===== src/rtl/stdp_pkg.sv =====
// Shared types and sizing for the STDP neuron slice: widths, membrane/weight types and the LIF state enum.
package stdp_pkg;

    localparam int NUM_PRE = 5;
    localparam int W_WIDTH = 5;
    localparam int V_WIDTH = 8;
    // Wide enough that NUM_PRE full-scale weights can never overflow.
    localparam int SUM_W   = W_WIDTH + $clog2(NUM_PRE);

    typedef enum logic [1:0] {
        INTEGRATE,
        FIRE,
        REFRACT
    } lif_state_t;

    typedef logic [W_WIDTH-1:0] weight_t;
    typedef logic [V_WIDTH-1:0] membrane_t;
    typedef logic [SUM_W-1:0]   sum_t;

    // Clamp a one-bit-wider membrane update to the largest representable value.
    function automatic membrane_t sat_membrane(input logic [V_WIDTH:0] acc);
        return acc[V_WIDTH] ? '1 : acc[V_WIDTH-1:0];
    endfunction

endpackage


===== src/rtl/lif_post_neuron_if.sv =====
// Spike/weight-load bus of the LIF postsynaptic neuron; the neuron is the slave.
interface lif_post_neuron_if;
    import stdp_pkg::*;

    logic [NUM_PRE-1:0] pre_spike;
    logic               w_load;
    logic [2:0]         w_idx;
    weight_t            w_data;
    logic               post_spike;
    membrane_t          membrane_out;
    logic               refractory;

    modport master (
        output pre_spike, w_load, w_idx, w_data,
        input  post_spike, membrane_out, refractory
    );

    modport slave (
        input  pre_spike, w_load, w_idx, w_data,
        output post_spike, membrane_out, refractory
    );

endinterface


===== src/rtl/weighted_spike_sum.sv =====
// Combinational masked adder: sums the weights of every input whose spike bit is set.
module weighted_spike_sum
    import stdp_pkg::*;
(
    input  weight_t            weights [NUM_PRE],
    input  logic [NUM_PRE-1:0] spikes,
    output sum_t               sum
);

    sum_t masked [NUM_PRE];

    generate
        for (genvar gi = 0; gi < NUM_PRE; gi++) begin : g_mask
            assign masked[gi] = spikes[gi] ? sum_t'(weights[gi]) : '0;
        end
    endgenerate

    always_comb begin
        sum = '0;
        for (int i = 0; i < NUM_PRE; i++) begin
            sum = sum + masked[i];
        end
    end

endmodule


===== src/rtl/lif_post_neuron.sv =====
// Leaky integrate-and-fire postsynaptic neuron with loadable synaptic weights and a refractory period.
// Define LIF_LEAK_EN to subtract the v >> LEAK_SHIFT leak term; otherwise it is a pure integrate-and-fire.
module lif_post_neuron
    import stdp_pkg::*;
#(
    parameter int THRESHOLD     = 32,
    parameter int LEAK_SHIFT    = 3,
    parameter int REFRAC_CYCLES = 4,
    parameter int INIT_WEIGHT   = 8
) (
    input  logic             clk,
    input  logic             rst,
    lif_post_neuron_if.slave bus
);

    localparam int        CNT_W    = $clog2(REFRAC_CYCLES + 2);
    localparam int        ACC_W    = V_WIDTH + 1;
    localparam membrane_t THRESH_V = membrane_t'(THRESHOLD);
`ifdef LIF_LEAK_EN
    localparam bit LEAK_EN = 1'b1;
`else
    localparam bit LEAK_EN = 1'b0;
`endif

    weight_t          weights_reg [NUM_PRE];
    sum_t             sum_comb;
    sum_t             syn_sum_reg;
    lif_state_t       state_reg;
    membrane_t        v_reg;
    membrane_t        leak;
    membrane_t        v_next;
    logic [ACC_W-1:0] acc;
    logic             post_reg;
    logic             refr_reg;
    logic [CNT_W-1:0] cnt_reg;

    // Out-of-range indices match no entry, so they write nothing.
    always_ff @(posedge clk) begin
        for (int i = 0; i < NUM_PRE; i++) begin
            if (rst) begin
                weights_reg[i] <= weight_t'(INIT_WEIGHT);
            end else if (bus.w_load && bus.w_idx == 3'(i)) begin
                weights_reg[i] <= bus.w_data;
            end
        end
    end

    weighted_spike_sum u_sum (
        .weights (weights_reg),
        .spikes  (bus.pre_spike),
        .sum     (sum_comb)
    );

    always_comb begin
        leak   = LEAK_EN ? (v_reg >> LEAK_SHIFT) : '0;
        acc    = {1'b0, v_reg} - {1'b0, leak} + ACC_W'(syn_sum_reg);
        v_next = sat_membrane(acc);
    end

    // Stage 1 registers the weighted sum; stage 2 is the integrate/fire/refract FSM.
    always_ff @(posedge clk) begin
        if (rst) begin
            syn_sum_reg <= '0;
            state_reg   <= INTEGRATE;
            v_reg       <= '0;
            post_reg    <= 1'b0;
            refr_reg    <= 1'b0;
            cnt_reg     <= '0;
        end else begin
            syn_sum_reg <= sum_comb;
            post_reg    <= 1'b0;
            case (state_reg)
                INTEGRATE: begin
                    if (v_next >= THRESH_V) begin
                        v_reg     <= '0;
                        post_reg  <= 1'b1;
                        refr_reg  <= 1'b1;
                        state_reg <= FIRE;
                    end else begin
                        v_reg <= v_next;
                    end
                end
                FIRE: begin
                    v_reg <= '0;
                    if (REFRAC_CYCLES == 0) begin
                        refr_reg  <= 1'b0;
                        state_reg <= INTEGRATE;
                    end else begin
                        refr_reg  <= 1'b1;
                        cnt_reg   <= CNT_W'(REFRAC_CYCLES);
                        state_reg <= REFRACT;
                    end
                end
                REFRACT: begin
                    v_reg <= '0;
                    if (cnt_reg == CNT_W'(1)) begin
                        refr_reg  <= 1'b0;
                        state_reg <= INTEGRATE;
                    end else begin
                        cnt_reg <= cnt_reg - CNT_W'(1);
                    end
                end
                default: state_reg <= INTEGRATE;
            endcase
        end
    end

    assign bus.post_spike   = post_reg;
    assign bus.membrane_out = v_reg;
    assign bus.refractory   = refr_reg;

endmodule


===== src/flat_wrapper.sv =====
// flat-port wrapper written by rule: the top's interface ports become plain ports
module lif_post_neuron_flat import stdp_pkg::*;
#(
    parameter int THRESHOLD     = 32,
    parameter int LEAK_SHIFT    = 3,
    parameter int REFRAC_CYCLES = 4,
    parameter int INIT_WEIGHT   = 8
)
  (clk, rst, bus_pre_spike, bus_w_load, bus_w_idx, bus_w_data, bus_post_spike, bus_membrane_out, bus_refractory);
  lif_post_neuron_if bus_i ();
  input  logic clk;
  input  logic rst;
  input wire logic [$bits(bus_i.pre_spike)-1:0] bus_pre_spike;
  input wire logic [$bits(bus_i.w_load)-1:0] bus_w_load;
  input wire logic [$bits(bus_i.w_idx)-1:0] bus_w_idx;
  input wire logic [$bits(bus_i.w_data)-1:0] bus_w_data;
  output wire logic [$bits(bus_i.post_spike)-1:0] bus_post_spike;
  output wire logic [$bits(bus_i.membrane_out)-1:0] bus_membrane_out;
  output wire logic [$bits(bus_i.refractory)-1:0] bus_refractory;
  assign bus_i.pre_spike = bus_pre_spike;
  assign bus_i.w_load = bus_w_load;
  assign bus_i.w_idx = bus_w_idx;
  assign bus_i.w_data = bus_w_data;
  assign bus_post_spike = bus_i.post_spike;
  assign bus_membrane_out = bus_i.membrane_out;
  assign bus_refractory = bus_i.refractory;
  lif_post_neuron #(.THRESHOLD(THRESHOLD), .LEAK_SHIFT(LEAK_SHIFT), .REFRAC_CYCLES(REFRAC_CYCLES), .INIT_WEIGHT(INIT_WEIGHT)) u_core (.clk(clk), .rst(rst), .bus(bus_i));
endmodule

===== config.mk =====
export PLATFORM = sky130hd
export DESIGN_NAME = lif_post_neuron_flat
export DESIGN_NICKNAME = d
export VERILOG_FILES = /design/src/rtl/stdp_pkg.sv /design/src/rtl/lif_post_neuron_if.sv /design/src/rtl/weighted_spike_sum.sv /design/src/rtl/lif_post_neuron.sv /design/src/flat_wrapper.sv
export SDC_FILE = /design/constraint.sdc
export NUM_CORES = 1
export LEC_CHECK = 0
export ABC_AREA = 1
export ABC_CLOCK_PERIOD_IN_PS = 5300
export BUFFER_PORTS_ARGS = -buffer_cell sky130_fd_sc_hd__buf_2
export CORE_ASPECT_RATIO = 1.75
export CORE_MARGIN = 3
export CORE_UTILIZATION = 30
export CTS_CLUSTER_SIZE = 30
export DETAILED_ROUTE_END_ITERATION = 12
export SLEW_MARGIN = 10
export SYNTH_ARGS = -nofsm -noshare
export SYNTH_HDL_FRONTEND = slang
export SYNTH_HIERARCHICAL = 1
export SYNTH_SLANG_ARGS = --single-unit

===== constraint.sdc =====
create_clock -name clk -period 5.3 [get_ports clk]
set_input_delay 1.06 -clock clk [delete_from_list [all_inputs] [get_ports clk]]
set_output_delay 1.06 -clock clk [all_outputs]
set_load 0.005 [all_outputs]

## Word level (Yosys, flattened, before mapping)

Index checks and enable logic that the tools add are counted.

| storage, ports and cells | value |
|---|---|
| register bits after elaboration | 48 |
| latch bits | 0 |
| memory bits (writable) | 0 |
| bits in read-only memories | 0 |
| memories kept | 0 |

| operators by class | value |
|---|---|
| $add $sub $neg | 6 |
| multiply operators | 0 |
| divide/modulo/power cells | 0 |
| magnitude comparators | 1 |
| eq/ne operators | 10 |
| shifts and indexed selects | 0 |
| mux-type cells | 17 |
| bitwise logic cells | 1 |
| reductions and logical operators | 15 |

Operators by type and width:

| cell | count |
|---|---|
| adder 8 x 5 -> 8 bit | 4 |
| 2-to-1 mux 5 bit | 5 |
| 2-to-1 mux 8 bit | 2 |
| case mux 8 bit (2 select lines) | 1 |
| adder 8 x 8 -> 9 bit | 1 |
| >= comparator 8 x 6 -> 1 bit (second input constant) | 1 |
| equality test 3 x 1 -> 1 bit (second input constant) | 2 |
| equality test 3 x 2 -> 1 bit (second input constant) | 2 |
| case mux 2 bit (3 select lines) | 1 |
| case mux 3 bit (2 select lines) | 1 |
| logical AND 1 bit | 5 |
| 2-to-1 mux 2 bit | 2 |
| != test 2 x 1 -> 1 bit (second input constant) | 2 |
| AND reduction 2 bit | 2 |
| nonzero test 2 bit | 2 |
| OR reduction 2 bit | 2 |
| equality test 3 bit (second input constant) | 1 |
| logical NOT 3 bit | 1 |
| 2-to-1 mux 1 bit | 3 |
| 2-to-1 mux 3 bit | 1 |
| case mux 1 bit (3 select lines) | 1 |
| AND reduction 3 bit | 1 |
| nonzero test 3 bit | 1 |
| subtractor 3 x 1 -> 3 bit (second input constant) | 1 |
| other kinds (5) | 5 |

## Depth between registers and ports, before layout

Gate-level depths: netlist of the first run.

| logic depth | value |
|---|---|
| depth in word-level cells | 5 |
| mapped depth | 20 |
| mapped depth without buffers | 20 |

## Cells and area by module

Netlist of the first run, hierarchy kept.

By module, submodules not included:

| module | times used | cells an instance | area each (µm²) |
|---|---|---|---|
| lif_post_neuron | 1 | 308 | 2240.9 |
| weighted_spike_sum | 1 | 120 | 792.0 |

## Least setup slack after synthesis of the first run

Ideal clock, no wire load.

| timing path | value |
|---|---|
| path type | input -> register |
| start point | in bus_pre_spike[2] |
| end point | reg u_core.syn_sum_reg[7] |
| library setup time | 0.065 ns |
| arrival time | 3.860 ns |
| slack | 1.375 ns |
| stages on the path | 16 |
| buffers on the path | 0 |
| cells stage by stage | nand2_1 -> fa_1 -> inv_1 -> ha_1 -> fa_1 -> inv_1 -> fa_1 -> fa_1 -> nand3b_1 -> nand2_1 -> nand2_1 -> nand2_1 -> nand2_1 -> inv_1 -> inv_1 -> nor2_1 |

| between the ends | value |
|---|---|
| longest elaborated chain between the ends | 4 |

Ends and longest elaborated chain:

| element | RTL line | source |
|---|---|---|
| start: declaration | flat_wrapper.sv:13 | `input wire logic [$bits(bus_i.pre_spike)-1:0] bus_pre_spike;` |
| 2-to-1 mux 5 bit | weighted_spike_sum.sv:14 | `assign masked[gi] = spikes[gi] ? sum_t'(weights[gi]) : '0;` |
| adder 8 x 5 -> 8 bit (3 in series) | weighted_spike_sum.sv:21 | `sum = sum + masked[i];` |
| named net u_core.sum_comb[7] | lif_post_neuron.sv:26 | `sum_t sum_comb;` |
| end signal: assignment | lif_post_neuron.sv:70 | `syn_sum_reg <= sum_comb;` |
| end: declaration | lif_post_neuron.sv:27 | `sum_t syn_sum_reg;` |

The timed path passes the listed nets, and every way through them passes these cells.
A chain may end at the register's enable or synchronous reset.

## Worst setup path in the final report of the first run

Ends and elaborated chain as after synthesis.

==> reports/results.tsv, run 1 <==
stage	metric	value	unit
outcome	status	finished clean	
placement	Routability Congestion	0.822	
timing	Worst-Margin Slew	870	ps
yosys	Post-Synthesis Cells	428	
clocking	clock-pin slew on the worst setup and hold paths	70	ps
yosys	mapped cell area	0.00303	mm²
global_routing	met3 usage	0.0254	
timing	RSZ-0062 raised after global routing	no	
detailed_routing	Post-route DRC	0	
global_routing	vias in the first global route	2573	
worst_setup_path	CP Cell Sequence	buf_2, nand2_1, fa_1, inv_1, ha_1, fa_1, inv_1, fa_1, fa_1, nand3b_1, nand2_1, nand2_1, nand2_1, nand2_1, inv_1, inv_1, nor2_1	
yosys	Warnings, synthesis	6	
timing	Final Setup Violations	0	
cells_and_area	Final Util	0.354	
clocking	cts repair resizes	0	
worst_setup_path	Critical-path top delay cell	fa_1	
worst_setup_path	most frequent CP cell	nand2_1	
yosys	sequential area share after synthesis	0.317	
timing	period utilization	0.732	
pwr	peak supply drop	0.000203	V
worst_setup_path	Worst Setup Start Kind	input port	
clocking	CTS Root Cell	clkbuf_16	
worst_setup_path	Critical Path AT	4110	ps
worst_setup_path	critical path's top delay family	adder cells	
cells_and_area	max reg flops	25	
global_routing	Tot GR Track Use	0.127	
yosys	Unique masters post-synth	27	
cells_and_area	synth-to-layout area growth	15.1	%
job	MaxCap Viol Count	0	
yosys	area share of the largest cell type after synthesis	0.317	
die	I/O pin cnt	26	
die	full die area	0.0114	mm²
detailed_routing	drt wl/cell	11.1	µm
hold_path	Hold WC Path Type	reg2reg	
yosys	area leader, netlist	dfxtp_1	
yosys	Synth area leaders	dfxtp_1 (32%), nand2_1 (13%), ha_1 (9.9%)	
global_routing	met1 GRT Util	0.124	
yosys	Net Count, Synth	481	
detailed_routing	Initial DRC Count	83	
timing	min Tclk post-route	3880	ps
clocking	number of H-tree levels	2	
worst_setup_path	Largest stage delay, worst path	530	ps
detailed_routing	final wirelength	6.45	mm
clocking	post-CTS setup buffers	0	
die	placement row count	48	
placement	HPWL Detailed	5.28	mm
clocking	TritonCTS clock tree	done	
die	Die Y	139	µm
global_routing	initial antenna violation count	0	
timing	setup_tns	0	ps
cells_and_area	Nets	509	
detailed_routing	vias per cell	4.41	
timing	Max Slew Vio Count	0	
timing	WHS	466	ps
yosys	Avg Inst Size Synth	7.09	µm²
pwr	Pwr Total	0.00111	W
placement	Port Buffers	25	
yosys	post-synthesis register bit count	48	
cells_and_area	layout cells sized above 1	0.125	
die	Placeable Area	0.00985	mm²
pwr	Pwr Density	319	mW/mm²
worst_setup_path	CP max FO	5	
clocking	Clock Path Buffers	2	
timing	final number of hold-violating endpoints	0	
cells_and_area	Antenna Cells	0	
detailed_routing	via count	2566	
detailed_routing	Final ANT Viol Nets	0	
die	Die Wd	82.0	µm
global_routing	met2 Use GR	0.236	
die	Initial Utilization	0.308	
clocking	CTS buffer count	5	
global_routing	first-pass GRT wire length	11.2	mm
worst_setup_path	WP buf/inv	5	
global_routing	Most Crowded Layer GR	met2	
global_routing	GRT overflow	0	
global_routing	largest net degree at the start of global routing	32	
timing	max_slew headroom	0.419	
timing	Max Clock Skew	6.63	ps
clocking	clock sink count	48	
clocking	Worst-Skew Late Latency	290	ps
worst_setup_path	Setup CP Type	in2reg	
worst_setup_path	Worst EP required	5530	ps
pwr	Leakage Power	1.87	nW
worst_setup_path	crit path capture type	register	
clocking	cts hold-fix bufs	0	
detailed_routing	TritonRoute pass-1 iters	4	
timing	Max Clk Rate	0.258	GHz
[cell type report]
class | count | area [µm²]
Fill cell | 1082 | 6360
Multi-Input combinational cell | 297 | 1760
Sequential cell | 48 | 961
Inverter | 79 | 297
Tap cell | 125 | 156
Clock buffer | 5 | 125
Timing Repair Buffer | 25 | 125
Clock inverter | 3 | 68.8
[logic make-up (layout without fill, tap and decap cells)]
family	Yosys count	count (layout)	synth area share
fa+ha+maj	37	37	0.185
xor+xnor	8	8	0.0231
flops	48	48	0.317
simple gates	211	211	0.300
buf+inv	83	112	0.104
compound gates	41	41	0.0710
[Yosys cell counts]
cell type and n:
inv_1 71, nor3_1 2, nor2_2 1, xor2_1 5
nor2_1 71, a31oi_1 1, nand3_1 17, nor2_4 4
dfxtp_1 48, o31ai_1 3, nand2_2 6, o22ai_1 1
nand2_1 102, a21oi_1 15, nand3_2 4, ha_1 24
fa_1 13, inv_2 7, xnor2_1 3, or2_2 1
clkbuf_4 1, clkbuf_1 3, nand3b_1 1, o21ai_0 21
nand4_1 1, nand3_4 1, clkinv_1 1
[worst paths after layout]
path,cells past startpoint,slack (ps),from,endpoint
max reg2reg,16,1960,u_core/weights_reg[11],u_core/syn_sum_reg[7]
min reg2reg,2,470,u_core/weights_reg[8],u_core/weights_reg[8]
min,2,470,u_core/weights_reg[8],u_core/weights_reg[8]
max,17,1420,bus_pre_spike[2],u_core/syn_sum_reg[7]
[routing by layer]
| metal | share of wire | routed length, µm |
|---|---|---|
| met1 | 0.38 | 2430 |
| met2 | 0.54 | 3500 |
| met3 | 0.035 | 227 |
| met4 | 0.045 | 293 |
| met5 | 0 | 0 |
[metrics by stage]
step           worst slack, ps  cells  cell area (µm²)
2_1_floorplan             1370    428             3030
3_3_place_gp              1150    574             3300
3_5_place_dp              1110    574             3300
4_1_cts                   1400    582             3490
5_1_grt                   1170    582             3490
6_report                  1420    582             3490
[power breakdown]
part	leakage, nW	internal [W]	switching [W]
Sequential	0.391	0.000398	0.0000234
Combinational	1.39	0.000109	0.000171
Clock	0.0944	0.000272	0.000141
[tightest hold or removal path, stage by stage (launching register included)]
cell     delay, ps
dfxtp_1        330
nand2_1         60
nand3_1         50
[layout by cell type (no fill, tap or decap), drive strengths merged, types with 3 or more instances in the layout]
| cell type | synthesis | routed |
|---|---|---|
| a21oi | 15 | 15 |
| nor2 | 76 | 76 |
| xor2 | 5 | 5 |
| o31ai | 3 | 3 |
| fa | 13 | 13 |
| nand2 | 108 | 108 |
| inv | 78 | 79 |
| dfxtp | 48 | 48 |
| buf | 0 | 25 |
| nand3 | 22 | 22 |
| xnor2 | 3 | 3 |
| clkbuf | 4 | 5 |
| o21ai | 21 | 21 |
| ha | 24 | 24 |
No activity file was read; power rests on OpenSTA's default activity.
==> run 2: changes to the inputs <==
--- a/config.mk
+++ b/config.mk
@@ -6,7 +6,7 @@
 export NUM_CORES = 1
 export LEC_CHECK = 0
 export ABC_AREA = 1
-export ABC_CLOCK_PERIOD_IN_PS = 5300
+export ABC_CLOCK_PERIOD_IN_PS = 3700
 export BUFFER_PORTS_ARGS = -buffer_cell sky130_fd_sc_hd__buf_2
 export CORE_ASPECT_RATIO = 1.75
 export CORE_MARGIN = 3
==> constraint.sdc (replaced) <==
create_clock -name clk -period 3.7 [get_ports clk]
set_input_delay 0.74 -clock clk [delete_from_list [all_inputs] [get_ports clk]]
set_output_delay 0.74 -clock clk [all_outputs]
set_load 0.005 [all_outputs]
==> reports/results.tsv, run 2 (synthesized netlist as in run 1, its figures left out) <==
stage	metric	value	unit	change
timing	Final Setup Violations	0		unchanged
global_routing	largest net degree at the start of global routing	32		unchanged
global_routing	met1 GRT Util	0.126		+0.00218
cells_and_area	final instance area	0.00363	mm²	+4.2%
placement	Inst Count DP	584		+1.7%
timing	max_slew headroom	0.441		+0.0220
worst_setup_path	setup slack, reg-to-reg	470	ps	-1490 ps
pwr	combinational power share	0.285		+0.034
pwr	Switch Pwr	0.000494	W	+47%
timing	Max Clk Rate	0.287	GHz	
cells_and_area	layout cells sized above 1	0.182		+0.0573
clocking	Worst-Skew Late Latency	290	ps	about the same
die	full die area	0.0114	mm²	unchanged
clocking	post-CTS setup buffers	0		unchanged
global_routing	Most Crowded Layer GR	met2		
worst_setup_path	Worst Setup Start Kind	input port		
detailed_routing	via count	2604		+1.5%
timing	setup ws final	218	ps	-1200 ps
die	Die Wd	82.0	µm	unchanged
cells_and_area	Antenna Cells	0		unchanged
timing	final number of hold-violating endpoints	0		unchanged
die	placement row count	48		unchanged
die	Placeable Area	0.00985	mm²	unchanged
placement	HPWL Detailed	5.48	mm	+3.9%
detailed_routing	Final ANT Viol Nets	0		unchanged
detailed_routing	vias per cell	4.40		-0.23%
timing	min Tclk post-route	3480	ps	
pwr	Leakage Power	1.91	nW	+2.2%
worst_setup_path	most frequent CP cell	inv_1		
hold_path	hold_sp	u_core/bus.membrane_out[7]		
global_routing	Tot GR Track Use	0.128		+0.00161
detailed_routing	Post-route DRC	0		unchanged
detailed_routing	final wirelength	6.69	mm	+3.6%
timing	RSZ-0062 raised after global routing	no		
timing	Max Slew Vio Count	0		unchanged
pwr	Int Pwr	0.00108	W	+38%
clocking	clock sink count	48		unchanged
worst_setup_path	Critical Path AT	3710	ps	-400 ps
worst_setup_path	CP max FO	5		unchanged
die	Die Y	139	µm	unchanged
hold_path	Hold Path Stages	2		unchanged
placement	post-place setup slack	-149	ps	-1260 ps
pwr	peak supply drop	0.000185	V	-8.6%
global_routing	met3 usage	0.0221		-0.00325
timing	setup_tns	0	ps	unchanged
worst_setup_path	Worst EP required	3930	ps	-1600 ps
clocking	clock-pin slew on the worst setup and hold paths	60	ps	about the same
global_routing	GRT overflow	0		unchanged
cells_and_area	FILL cells	1059		-2.1%
detailed_routing	TritonRoute pass-1 iters	4		unchanged
timing	Worst-Margin Slew	837	ps	-33.0 ps
clocking	CTS buffer count	5		unchanged
cells_and_area	Nets	519		+2.0%
global_routing	initial antenna violation count	0		unchanged
worst_setup_path	Reg2Reg Depth	15		-1
hold_path	Hold WC Path Type	reg2reg		
cells_and_area	post-route insts no fill	592		+1.7%
job	MaxCap Viol Count	0		unchanged
detailed_routing	drt wl/cell	11.3	µm	+1.9%
clocking	Clock Path Buffers	2		unchanged
timing	period utilization	0.941		
worst_setup_path	Setup CP Type	in2reg		
detailed_routing	Initial DRC Count	116		+40%
cells_and_area	commonest non-fill, non-tap cell in the layout	nand2_1		
clocking	TritonCTS clock tree	done		
worst_setup_path	Worst R2R Start	u_core/weights_reg[21]		
placement	placed inst area	0.00338	mm²	+2.7%
die	I/O pin cnt	26		unchanged
placement	Port Buffers	25		unchanged
worst_setup_path	Critical-path top delay cell	fa_1		
worst_setup_path	crit path capture type	register		
global_routing	vias in the first global route	2671		+3.8%
hold_path	Hold EP	u_core/bus.membrane_out[7]		
cells_and_area	synth-to-layout area growth	19.8	%	
pwr	Pwr Total	0.00157	W	+41%
worst_setup_path	WP buf/inv	6		+1
outcome	status	finished clean		
worst_setup_path	Largest stage delay, worst path	550	ps	+20 ps
timing	Max Clock Skew	6.58	ps	-0.0510 ps
worst_setup_path	RR Endpoint	u_core/syn_sum_reg[4]		
clocking	CTS Root Cell	clkbuf_16		
worst_setup_path	CP Cell Sequence	buf_2, nand2_1, fa_1, inv_1, ha_2, fa_2, inv_1, fa_1, inv_1, ha_1, nand2_2, inv_1, a21oi_1, xnor2_1, inv_1, nor2_1		
pwr	switching portion of total power	0.314		+0.0138
worst_setup_path	critical path's top delay family	adder cells		
cells_and_area	max reg flops	25		unchanged
clocking	cts hold-fix bufs	0		unchanged
die	Initial Utilization	0.308		unchanged
cells_and_area	most frequent cells in the layout	nand2_1 (97), nor2_1 (70), inv_1 (68)		
global_routing	met2 Use GR	0.250		+0.0145
pwr	Pwr Density	432	mW/mm²	+35%
clocking	number of H-tree levels	2		unchanged
placement	Routability Congestion	0.815		-0.82%
global_routing	first-pass GRT wire length	11.5	mm	+2.3%
pwr	power share of the sequential group	0.384		+0.006
pwr	clock power share	0.331		-0.039
-- run 2: cell type report --
class | instances | area [µm²] | area share
well taps | 125 | 156 | 0.0430
clock buffers | 5 | 125 | 0.0344
clock inverters | 3 | 46.3 | 0.0127
inverters | 79 | 297 | 0.0816
repair buffers | 35 | 215 | 0.0592
multi-input cells | 297 | 1830 | 0.505
flip-flops and latches | 48 | 961 | 0.264
-- run 2: worst max-delay path by stage --
stage	slack, ps	cells after the start	endpoint	from
after floorplan	90	16	u_core/syn_sum_reg[7]	bus_pre_spike[2]
after global placement	-90	17	u_core/syn_sum_reg[7]	bus_pre_spike[2]
after detailed placement	-150	17	u_core/syn_sum_reg[7]	bus_pre_spike[2]
after CTS	150	17	u_core/syn_sum_reg[7]	bus_pre_spike[2]
after global routing	4	22	u_core/syn_sum_reg[6]	bus_pre_spike[1]
final	220	16	u_core/syn_sum_reg[4]	bus_pre_spike[2]
-- run 2: power groups by stage --
stage                     Combinational [W]  Clock, W  Sequential [W]
final                              0.000447  0.000520        0.000604
after global routing               0.000521  0.000554        0.000611
after CTS                          0.000426  0.000537        0.000605
after detailed placement           0.000423         0        0.000617
after global placement             0.000409         0        0.000614
after floorplan                    0.000306         0        0.000610
-- run 2: worst reg2reg max path: stages, from the launching register on --
cell and delay, ps:
dfxtp_1 350, nand2_1 100, fa_1 480, inv_1 50
ha_2 180, fa_2 510, inv_1 50, fa_1 550
inv_1 60, ha_1 310, nand2_2 80, inv_1 50
a21oi_1 150, xnor2_1 130, inv_1 50, nor2_1 70
-- run 2: per-layer routing --
layer	share of wire	routed length (µm)
met5	0	0
met4	0.028	188
met3	0.031	206
met2	0.57	3840
met1	0.37	2450
-- run 2: stage by stage --
stage / utilization / hold WS [ps]
after global placement: 0.343 / 458
after CTS: 0.361 / 477
after detailed placement: 0.343 / 461
final: 0.369 / 471
after floorplan: - / 429
after global routing: 0.369 / 497
-- run 2: what timing repair did --
item,4_1_cts,5_1_grt
setup endpoints to repair,0,4
gates resized for setup,0,20
endpoints found under the hold margin,0,0
